## src/rtl/rot_pkg.sv

```systemverilog
// Shared types and constants for the sequential rotate engine.
// Pulled into the other files with a module-header import.
package rot_pkg;

  localparam int DEF_WIDTH = 6;
  localparam int DEF_CNT_W = 3;

  typedef enum logic [1:0] {
    ST_IDLE = 2'd0,
    ST_ROT  = 2'd1,
    ST_DONE = 2'd2
  } state_t;

  localparam logic DIR_R = 1'b0;
  localparam logic DIR_L = 1'b1;

endpackage

```

## src/rtl/rot_step.sv

```systemverilog
// Purely combinational rotator that moves a word by one bit position,
// to the right or to the left.
module rot_step
  import rot_pkg::*;
#(
  parameter int WIDTH = DEF_WIDTH
) (
  input  logic [WIDTH-1:0] a,
  input  logic             dir,
  output logic [WIDTH-1:0] b
);

  // Single-position rotate selected by dir
  always_comb begin
    b = a;
    case (dir)
      DIR_R:   b = {a[0], a[WIDTH-1:1]};
      DIR_L:   b = {a[WIDTH-2:0], a[WIDTH-1]};
      default: b = a;
    endcase
  end

endmodule

```

## src/rtl/rot_seq_unit.sv

```systemverilog
// Sequential rotate engine: accepts a word and an amount, rotates it one
// position per clock, then holds the result on a valid/ready output.
module rot_seq_unit
  import rot_pkg::*;
#(
  parameter int WIDTH = DEF_WIDTH,
  parameter int CNT_W = DEF_CNT_W
) (
  input  logic             clk,
  input  logic             rst_b,
  input  logic             in_valid,
  output logic             in_ready,
  input  logic [WIDTH-1:0] in_data,
  input  logic [CNT_W-1:0] in_amt,
  input  logic             in_dir,
  output logic             out_valid,
  input  logic             out_ready,
  output logic [WIDTH-1:0] out_data,
  output logic             busy
);

  localparam logic [CNT_W:0]   WIDTH_X  = (CNT_W + 1)'(WIDTH);
  localparam logic [CNT_W-1:0] CNT_ZERO = {CNT_W{1'b0}};
  localparam logic [CNT_W-1:0] CNT_ONE  = {{(CNT_W - 1){1'b0}}, 1'b1};

  state_t           state_r;
  state_t           state_s;
  logic [WIDTH-1:0] data_r;
  logic [CNT_W-1:0] cnt_r;
  logic             dir_r;
  logic [WIDTH-1:0] step_s;
  logic [CNT_W:0]   amt_ext_s;
  logic [CNT_W-1:0] amt_mod_s;

  rot_step #(.WIDTH(WIDTH)) u_step (
    .a   (data_r),
    .dir (dir_r),
    .b   (step_s)
  );

  // Fold in_amt into 0..WIDTH-1; one subtract suffices since 2^CNT_W < 2*WIDTH
  always_comb begin
    amt_ext_s = {1'b0, in_amt};
    if (amt_ext_s >= WIDTH_X) begin
      amt_mod_s = CNT_W'(amt_ext_s - WIDTH_X);
    end else begin
      amt_mod_s = in_amt;
    end
  end

  // Next-state decode
  always_comb begin
    state_s = state_r;
    case (state_r)
      ST_IDLE: begin
        if (in_valid) begin
          state_s = (amt_mod_s != CNT_ZERO) ? ST_ROT : ST_DONE;
        end else begin
          state_s = ST_IDLE;
        end
      end
      ST_ROT: begin
        if (cnt_r == CNT_ONE) begin
          state_s = ST_DONE;
        end else begin
          state_s = ST_ROT;
        end
      end
      ST_DONE: begin
        if (out_ready) begin
          state_s = ST_IDLE;
        end else begin
          state_s = ST_DONE;
        end
      end
      default: state_s = ST_IDLE;
    endcase
  end

  // State register
  always_ff @(posedge clk or negedge rst_b) begin
    if (!rst_b) begin
      state_r <= ST_IDLE;
    end else begin
      state_r <= state_s;
    end
  end

  // Operand capture on accept, one rotation per clock while rotating
  always_ff @(posedge clk or negedge rst_b) begin
    if (!rst_b) begin
      data_r <= {WIDTH{1'b0}};
      cnt_r  <= CNT_ZERO;
      dir_r  <= DIR_R;
    end else begin
      case (state_r)
        ST_IDLE: begin
          if (in_valid) begin
            data_r <= in_data;
            dir_r  <= in_dir;
            cnt_r  <= amt_mod_s;
          end
        end
        ST_ROT: begin
          data_r <= step_s;
          cnt_r  <= cnt_r - CNT_ONE;
        end
        default: begin
          data_r <= data_r;
        end
      endcase
    end
  end

  assign in_ready  = (state_r == ST_IDLE);
  assign busy      = (state_r == ST_ROT);
  assign out_valid = (state_r == ST_DONE);
  assign out_data  = data_r;

endmodule

```

## config.mk

```make
export PLATFORM = sky130hd
export DESIGN_NAME = rot_seq_unit
export DESIGN_NICKNAME = d
export VERILOG_FILES = /design/src/rtl/rot_pkg.sv /design/src/rtl/rot_step.sv /design/src/rtl/rot_seq_unit.sv
export SDC_FILE = /design/constraint.sdc
export NUM_CORES = 1
export LEC_CHECK = 0
export CAP_MARGIN = 20
export CORE_MARGIN = 1.5
export CORE_UTILIZATION = 50
export CTS_BUF_LIST = sky130_fd_sc_hd__clkbuf_4
export DETAILED_ROUTE_END_ITERATION = 6
export DONT_BUFFER_PORTS = 1
export SYNTH_ARGS = -nofsm -noshare
export SYNTH_HDL_FRONTEND = slang
export SYNTH_SLANG_ARGS = --single-unit
```

## constraint.sdc

```tcl
create_clock -name clk -period 2.65 [get_ports clk]
set_input_delay 0.265 -clock clk [delete_from_list [all_inputs] [get_ports clk]]
set_output_delay 0.265 -clock clk [all_outputs]
set_load 0.03 [all_outputs]
```

==> results of run 1 <==
## cell type report
class,count,area share
clock buffer,3,0.0290
timing repair buffer,1,0.0129
inverter,7,0.0371
sequential,12,0.387
tap,15,0.0242
multi-input combinational,50,0.505
clock inverter,1,0.00484
## layout by cell type, fill, tap and decap left out, types with 2 or more instances in the layout
cell type,Yosys,routed
sky130_fd_sc_hd__nor2_1,2,2
sky130_fd_sc_hd__mux2_1,7,7
sky130_fd_sc_hd__a22oi_1,13,13
sky130_fd_sc_hd__clkbuf_4,0,3
sky130_fd_sc_hd__dfrtp_1,12,12
sky130_fd_sc_hd__ha_1,2,2
sky130_fd_sc_hd__nor2b_1,3,3
sky130_fd_sc_hd__inv_1,5,5
sky130_fd_sc_hd__o21ai_1,8,8
## sequential cells by signal (all words and copies together) (netlist names)
signal    cells
state_r       2
dir_r         1
out_data      6
cnt_r         3
## power breakdown
group          internal, W  leakage (nW)  switching (W)  total, W
clock            0.0000545        0.0154      0.0000607  0.000115
sequential        0.000273         0.148       0.000247  0.000520
combinational     0.000217         0.182       0.000244  0.000461
total             0.000544         0.345       0.000552   0.00110
## per-layer routing
metal | vias to the layer above | share of wire | GRT usage
li1 | 279 | - | -
met1 | 284 | 0.50 | 0.311
met2 | 18 | 0.44 | 0.284
met3 | 2 | 0.053 | 0.0783
met4 | 0 | 0.0062 | 0.0581
met5 | - | 0 | 0
## per-stage QoR
step	power, W	instance area [um^2]	utilization
2_1_floorplan	0.000903	747	-
3_3_place_gp	0.000967	739	0.548
3_5_place_dp	0.000979	739	0.548
4_1_cts	0.00110	776	0.575
5_1_grt	0.00120	776	0.575
6_report	0.00110	776	0.575
## timing repair
item                      4_1_cts  5_1_grt
hold endpoints to repair       12        0
resized for setup               0        0
hold buffers                    1        0
## cell families (layout without fill, tap and decap cells)
logic type	Yosys count	in the layout
compound gates	29	29
flops	12	12
buf+inv	11	12
simple gates	10	10
mux	8	8
fa+ha+maj	2	2
xor+xnor	1	1
## worst paths after layout
check | slack (ps) | to | start
worst min-delay path | 120 | dir_r | in_dir
max in group asynchronous | 1860 | out_data[5] | rst_b
worst max register to register | 1050 | state_r[1] | state_r[1]
min in group asynchronous | 420 | state_r[1] | rst_b
worst min register to register | 560 | cnt_r[1] | cnt_r[1]
worst max-delay path | 860 | out_valid | state_r[1]
==> reports/summary.log, run 1 <==
[run_status] run status completed
[global_route] total grt overflow 0
[min_path] path category of the worst min-delay check input pin to register
[yosys] Post-Synth XOR/XNOR Area 0.0117
[yosys] primary flip-flop cell chosen by synthesis mapping sky130_fd_sc_hd__dfrtp_1
[min_path] Worst Hold Depth 1
[yosys] largest family of logic cells by synthesized area compound AO/OA/AOI/OAI gates
[final_layout] footprint of the multi-input gates 392 um^2
[floorplan] DIE AREA 1730 um^2
[yosys] number of enable flip-flop cells after synthesis 0
[placement] cell count after placement 84
[clock_tree] clock tree from TritonCTS done
[yosys] share of cell area taken by muxes after synthesis 0.119
[detailed_routing] Via density 6.55
[placement] last weighted congestion value of the routability-driven placer 0.768
[sta] minimum clock period 1790 ps
[clock_tree] clock-pin slew on the worst setup and hold paths 80 ps
[clock_tree] insertion delay to the later sink of the worst-skew pair 270 ps
[sta] Final period util 0.677
[detailed_routing] total via count in the routed design 583
[detailed_routing] DR WL/cell 18.0 um
[final_layout] filler-free cell count of the finished design 89
[clock_tree] clock tree root buffer cell sky130_fd_sc_hd__clkbuf_4
[detailed_routing] DR DRC count 0
[worst_setup_path] reg2reg path depth 3
[placement] hpwl dp 1120 um
[worst_setup_path] sort of element at the end of the critical path output port
[clock_tree] number of clock sinks 12
[worst_setup_path] maximum single-stage delay on the critical path 640 ps
[yosys] number of standard cells after synthesis 73
[clock_tree] number of buffers inserted to repair setup after CTS 0
[floorplan] effective utilization at floorplan 0.553
[sta] clock skew after layout 2.30 ps
[worst_setup_path] crit start category register
[final_layout] number of inserted diodes 0
[global_route] initial antenna violation count 0
[floorplan] floorplan row count 13
[yosys] number of nets in the synthesized netlist 89
[sta] Least-Margin Pin Slew 667 ps
[yosys] Synth Area in Simple Gates 0.0838
[worst_setup_path] CP cell instances nor2b_1
[detailed_routing] Routed Wire Length 1610 um
[sta] Final Hold Slack 124 ps
[yosys] post-synthesis adder-cell area fraction 0.0335
[yosys] warnings from Yosys 0
[final_layout] area taken by flip-flops and latches 300 um^2
[global_route] global-route total usage across every layer 0.210
[floorplan] horizontal extent of the die 41.7 um
[placement] # port buffers 0
[yosys] sequential fraction of the synthesis area 0.402
[clock_tree] number of levels the H-tree was split into 1
[yosys] most frequent cell after synthesis sky130_fd_sc_hd__a22oi_1
[sta] Rel. slew slack 0.555
[floorplan] height of the die 41.7 um
[global_route] pin count of the biggest net entering global routing 16
[yosys] area fraction of the dominant cell type after synthesis 0.402
[worst_setup_path] sum of buffers and inverters on the critical path 0
[yosys] largest area contributor in the netlist sky130_fd_sc_hd__dfrtp_1
[worst_setup_path] kind of cell with the highest combined delay on the critical path flip-flops
[detailed_routing] number of nets still failing antenna checks after routing 0
[sta] smallest setup slack after layout 856 ps
[worst_setup_path] Crit-path slowest cell sky130_fd_sc_hd__dfrtp_1
[job] max capacitance violation total 0
[worst_setup_path] Crit Path Max Fanout 15
[worst_setup_path] required time at the worst-slack endpoint 2380 ps
[final_layout] fillcell total 122
[detailed_routing] detailed router's first-iteration violation count 26
[detailed_routing] total iterations of the first detailed-routing run 4
[sta] setup repair after global routing missed its margin false
[power_and_ir_drop] leakage power summed over all cells 0.345 nW
[sta] Final Hold Violating Endpoints 0
[yosys] proportion of register bits with asynchronous set or reset after synthesis 1.00
[global_route] vias in the first global route 554
[sta] max-slew violation count 0
[power_and_ir_drop] Power Density 1410 nW/um^2
[yosys] per-instance average area after synthesis 10.2 um^2
[yosys] flop and latch count out of synthesis 12
[final_layout] fin nets 91
[worst_setup_path] type of the worst setup path register to output port
[sta] Fin Setup TNS 0 ps
[sta] endpoints failing setup 0
[yosys] cell area after synthesis 747 um^2
[worst_setup_path] stages on the worst setup path 1
[worst_setup_path] data arrival time of the worst path 1530 ps
[global_route] wire length of the first global-routing pass 2760 um
[yosys] count of cell types in the netlist 27
[yosys] complex-gate fraction of the synthesized area 0.276
[final_layout] Layout area overhead 3.85%
[yosys] Area contributors post-synth sky130_fd_sc_hd__dfrtp_1 (40%), sky130_fd_sc_hd__a22oi_1 (13%), sky130_fd_sc_hd__mux2_1 (11%)
[yosys] top cells by count, synth sky130_fd_sc_hd__a22oi_1 (13), sky130_fd_sc_hd__dfrtp_1 (12), sky130_fd_sc_hd__o21ai_1 (8)
[floorplan] I/O pins 23
[final_layout] fraction of layout cells with a size suffix above 1 0.108
[floorplan] Core Region 1350 um^2
[placement] Post-Place Setup Slack 1070 ps
[sta] maximum operating frequency 0.558 GHz
[clock_tree] TritonCTS Buffers 3
[power_and_ir_drop] Max VDD drop 0.585 mV
[clock_tree] Longest Clk Path Bufs 2
Power figures use the tool's default switching activity.
==> inputs of run 2 (changes only) <==
PLACE_DENSITY = 0.68   (was unset)
clock period = 1.5 ns   (was 2.65 ns; I/O delays follow)
==> run 2 against run 1 <==
Net effect:
- wire length increased by 13%
- clock power increased by 82%
- clock skew increased by 2.2 ps
- die area unchanged
- cell area increased by 10%
- worst setup slack got worse by 770 ps
- cell count increased by 11%
- utilization increased by 5.8 points
- clock-buffer cell count unchanged
- critical path type unchanged
- highest routed layer unchanged
==> reports/summary.log, run 2 (synthesis results as in run 1) <==
[sta] Final period util 0.943
[worst_setup_path] Most common cell on crit path sky130_fd_sc_hd__buf_4
[final_layout] number of inserted diodes 0
[global_route] initial antenna violation count 0
[sta] minimum clock period 1410 ps
[floorplan] height of the die 41.7 um
[final_layout] fraction of layout cells with a size suffix above 1 0.238
[global_route] wire length of the first global-routing pass 3060 um
[worst_setup_path] required time at the worst-slack endpoint 1350 ps
[final_layout] fillcell total 115
[clock_tree] number of buffers inserted to repair setup after CTS 0
[worst_setup_path] crit start category register
[power_and_ir_drop] fraction of power consumed by the clock network 0.096
[clock_tree] number of levels the H-tree was split into 1
[clock_tree] TritonCTS Buffers 3
[clock_tree] clock tree from TritonCTS done
[run_status] run status completed
[placement] last weighted congestion value of the routability-driven placer 0.823
[clock_tree] clock tree root buffer cell sky130_fd_sc_hd__clkbuf_4
[floorplan] floorplan row count 13
[detailed_routing] detailed router's first-iteration violation count 24
[sta] Rel. slew slack 0.632
[worst_setup_path] CP cell instances buf_4 > nor2b_2 > buf_4
[sta] max-slew violation count 0
[global_route] global-route total usage across every layer 0.235
[worst_setup_path] type of the worst setup path register to output port
[final_layout] commonest non-fill, non-tap cells in the layout sky130_fd_sc_hd__a22oi_1 (13), sky130_fd_sc_hd__dfrtp_1 (11), sky130_fd_sc_hd__buf_4 (10)
[clock_tree] number of clock sinks 12
[worst_setup_path] data arrival time of the worst path 1260 ps
[power_and_ir_drop] Max VDD drop 1.27 mV
[clock_tree] clock-pin slew on the worst setup and hold paths 80 ps
[power_and_ir_drop] sequential power share 0.340
[power_and_ir_drop] combinational power share 0.563
[worst_setup_path] Crit Path Max Fanout 9
[sta] clock skew after layout 4.54 ps
[sta] setup repair after global routing missed its margin false
[floorplan] effective utilization at floorplan 0.553
[global_route] total grt overflow 0
[global_route] vias in the first global route 619
[sta] Least-Margin Pin Slew 550 ps
[detailed_routing] total via count in the routed design 627
[detailed_routing] Routed Wire Length 1810 um
[worst_setup_path] maximum single-stage delay on the critical path 470 ps
[sta] endpoints failing setup 0
[job] max capacitance violation total 0
[clock_tree] Longest Clk Path Bufs 2
[detailed_routing] number of nets still failing antenna checks after routing 0
[power_and_ir_drop] leakage power summed over all cells 0.395 nW
[worst_setup_path] sort of element at the end of the critical path output port
[sta] Final Hold Violating Endpoints 0
[clock_tree] insertion delay to the later sink of the worst-skew pair 270 ps
[sta] maximum operating frequency 0.707 GHz
[power_and_ir_drop] total net switching power 0.00104 W
[detailed_routing] DR WL/cell 18.3 um
[final_layout] fin nets 101
[final_layout] number of flip-flops in the largest register 6
[floorplan] I/O pins 23
[worst_setup_path] Crit-path slowest cell sky130_fd_sc_hd__dfrtp_2
[sta] Fin Setup TNS 0 ps
[placement] hpwl dp 1390 um
[detailed_routing] DR DRC count 0
[final_layout] Layout area overhead 14.4%
[min_path] path category of the worst min-delay check input pin to register
[detailed_routing] Via density 6.33
[floorplan] horizontal extent of the die 41.7 um
[final_layout] leading cell type in the layout, fill and taps excluded sky130_fd_sc_hd__a22oi_1
[placement] # port buffers 0
[power_and_ir_drop] Power Density 2530 nW/um^2
[floorplan] DIE AREA 1730 um^2
[global_route] pin count of the biggest net entering global routing 13
[sta] smallest setup slack after layout 85.8 ps
[power_and_ir_drop] switching power as a share of total power 0.482
[placement] Post-Place Setup Slack 213 ps
[floorplan] Core Region 1350 um^2
[detailed_routing] total iterations of the first detailed-routing run 4
[power_and_ir_drop] Internal Dissipation 0.00112 W
==> run 2: path summary, 6_finish.rpt <==
| path | depth (start not counted) | from | slack (ps) | end |
|---|---|---|---|---|
| worst min-delay path | 1 | in_dir | 30 | dir_r |
| min in group asynchronous | 1 | rst_b | 300 | out_data[1] |
| max in group asynchronous | 1 | rst_b | 810 | state_r[1] |
| worst max-delay path | 3 | state_r[1] | 90 | out_valid |
| worst max register to register | 4 | state_r[1] | 200 | cnt_r[1] |
| worst min register to register | 2 | cnt_r[1] | 590 | cnt_r[1] |
==> run 2: area by class of cell <==
class	instances	area, um^2	area share
Tap cell	15	18.8	0.0220
Clock buffer	3	22.5	0.0264
Sequential cell	12	302	0.353
Inverter	7	28.8	0.0337
Clock inverter	1	3.75	0.00439
Timing Repair Buffer	11	85.1	0.0996
Multi-Input combinational cell	50	394	0.461
==> run 2: stage by stage <==
| step | std cells | power, W | cell area, um^2 | hold WS [ps] | util |
|---|---|---|---|---|---|
| floorplan | 73 | 0.00159 | 747 | -146 | - |
| global placement | 94 | 0.00190 | 815 | -145 | 0.603 |
| detailed placement | 94 | 0.00195 | 815 | -145 | 0.603 |
| CTS | 99 | 0.00217 | 852 | 17.3 | 0.631 |
| global route | 99 | 0.00233 | 855 | 20.8 | 0.633 |
| finish | 99 | 0.00216 | 855 | 25.2 | 0.633 |
==> run 2: power groups by stage <==
stage	Combinational (W)	Sequential [W]	Clock (W)
after floorplan	0.000822	0.000773	0
after global placement	0.00118	0.000719	0
after detailed placement	0.00121	0.000734	0
after CTS	0.00123	0.000730	0.000216
after global routing	0.00133	0.000764	0.000230
final	0.00122	0.000736	0.000209
==> run 2: repair_timing <==
action	4_1_cts	5_1_grt
endpoints found under the setup margin	1	1
gates resized for setup	1	1
endpoints found under the hold margin	12	0
hold buffers	1	0
==> run 2: metal layers <==
layer  part of all wire  track usage  wire length (um)
met3              0.049       0.0522                89
met2               0.49        0.372               891
met1               0.45        0.309               817
met4             0.0077       0.0968                14
met5                  0            0                 0
==> run 2: critical path: cells and delay by family, from the launching register on <==
| kind | cells | cell delay (ps) |
|---|---|---|
| flip-flops | 1 | 470 |
| buffers and inverters | 2 | 360 |
| AND/OR/NAND/NOR | 1 | 160 |
==> inputs of run 3 (changes only) <==
CTS_CLUSTER_SIZE = 10   (was unset)
==> results of run 3 <==
No change in the layout: final DEF, timing and power equal those of run 2.
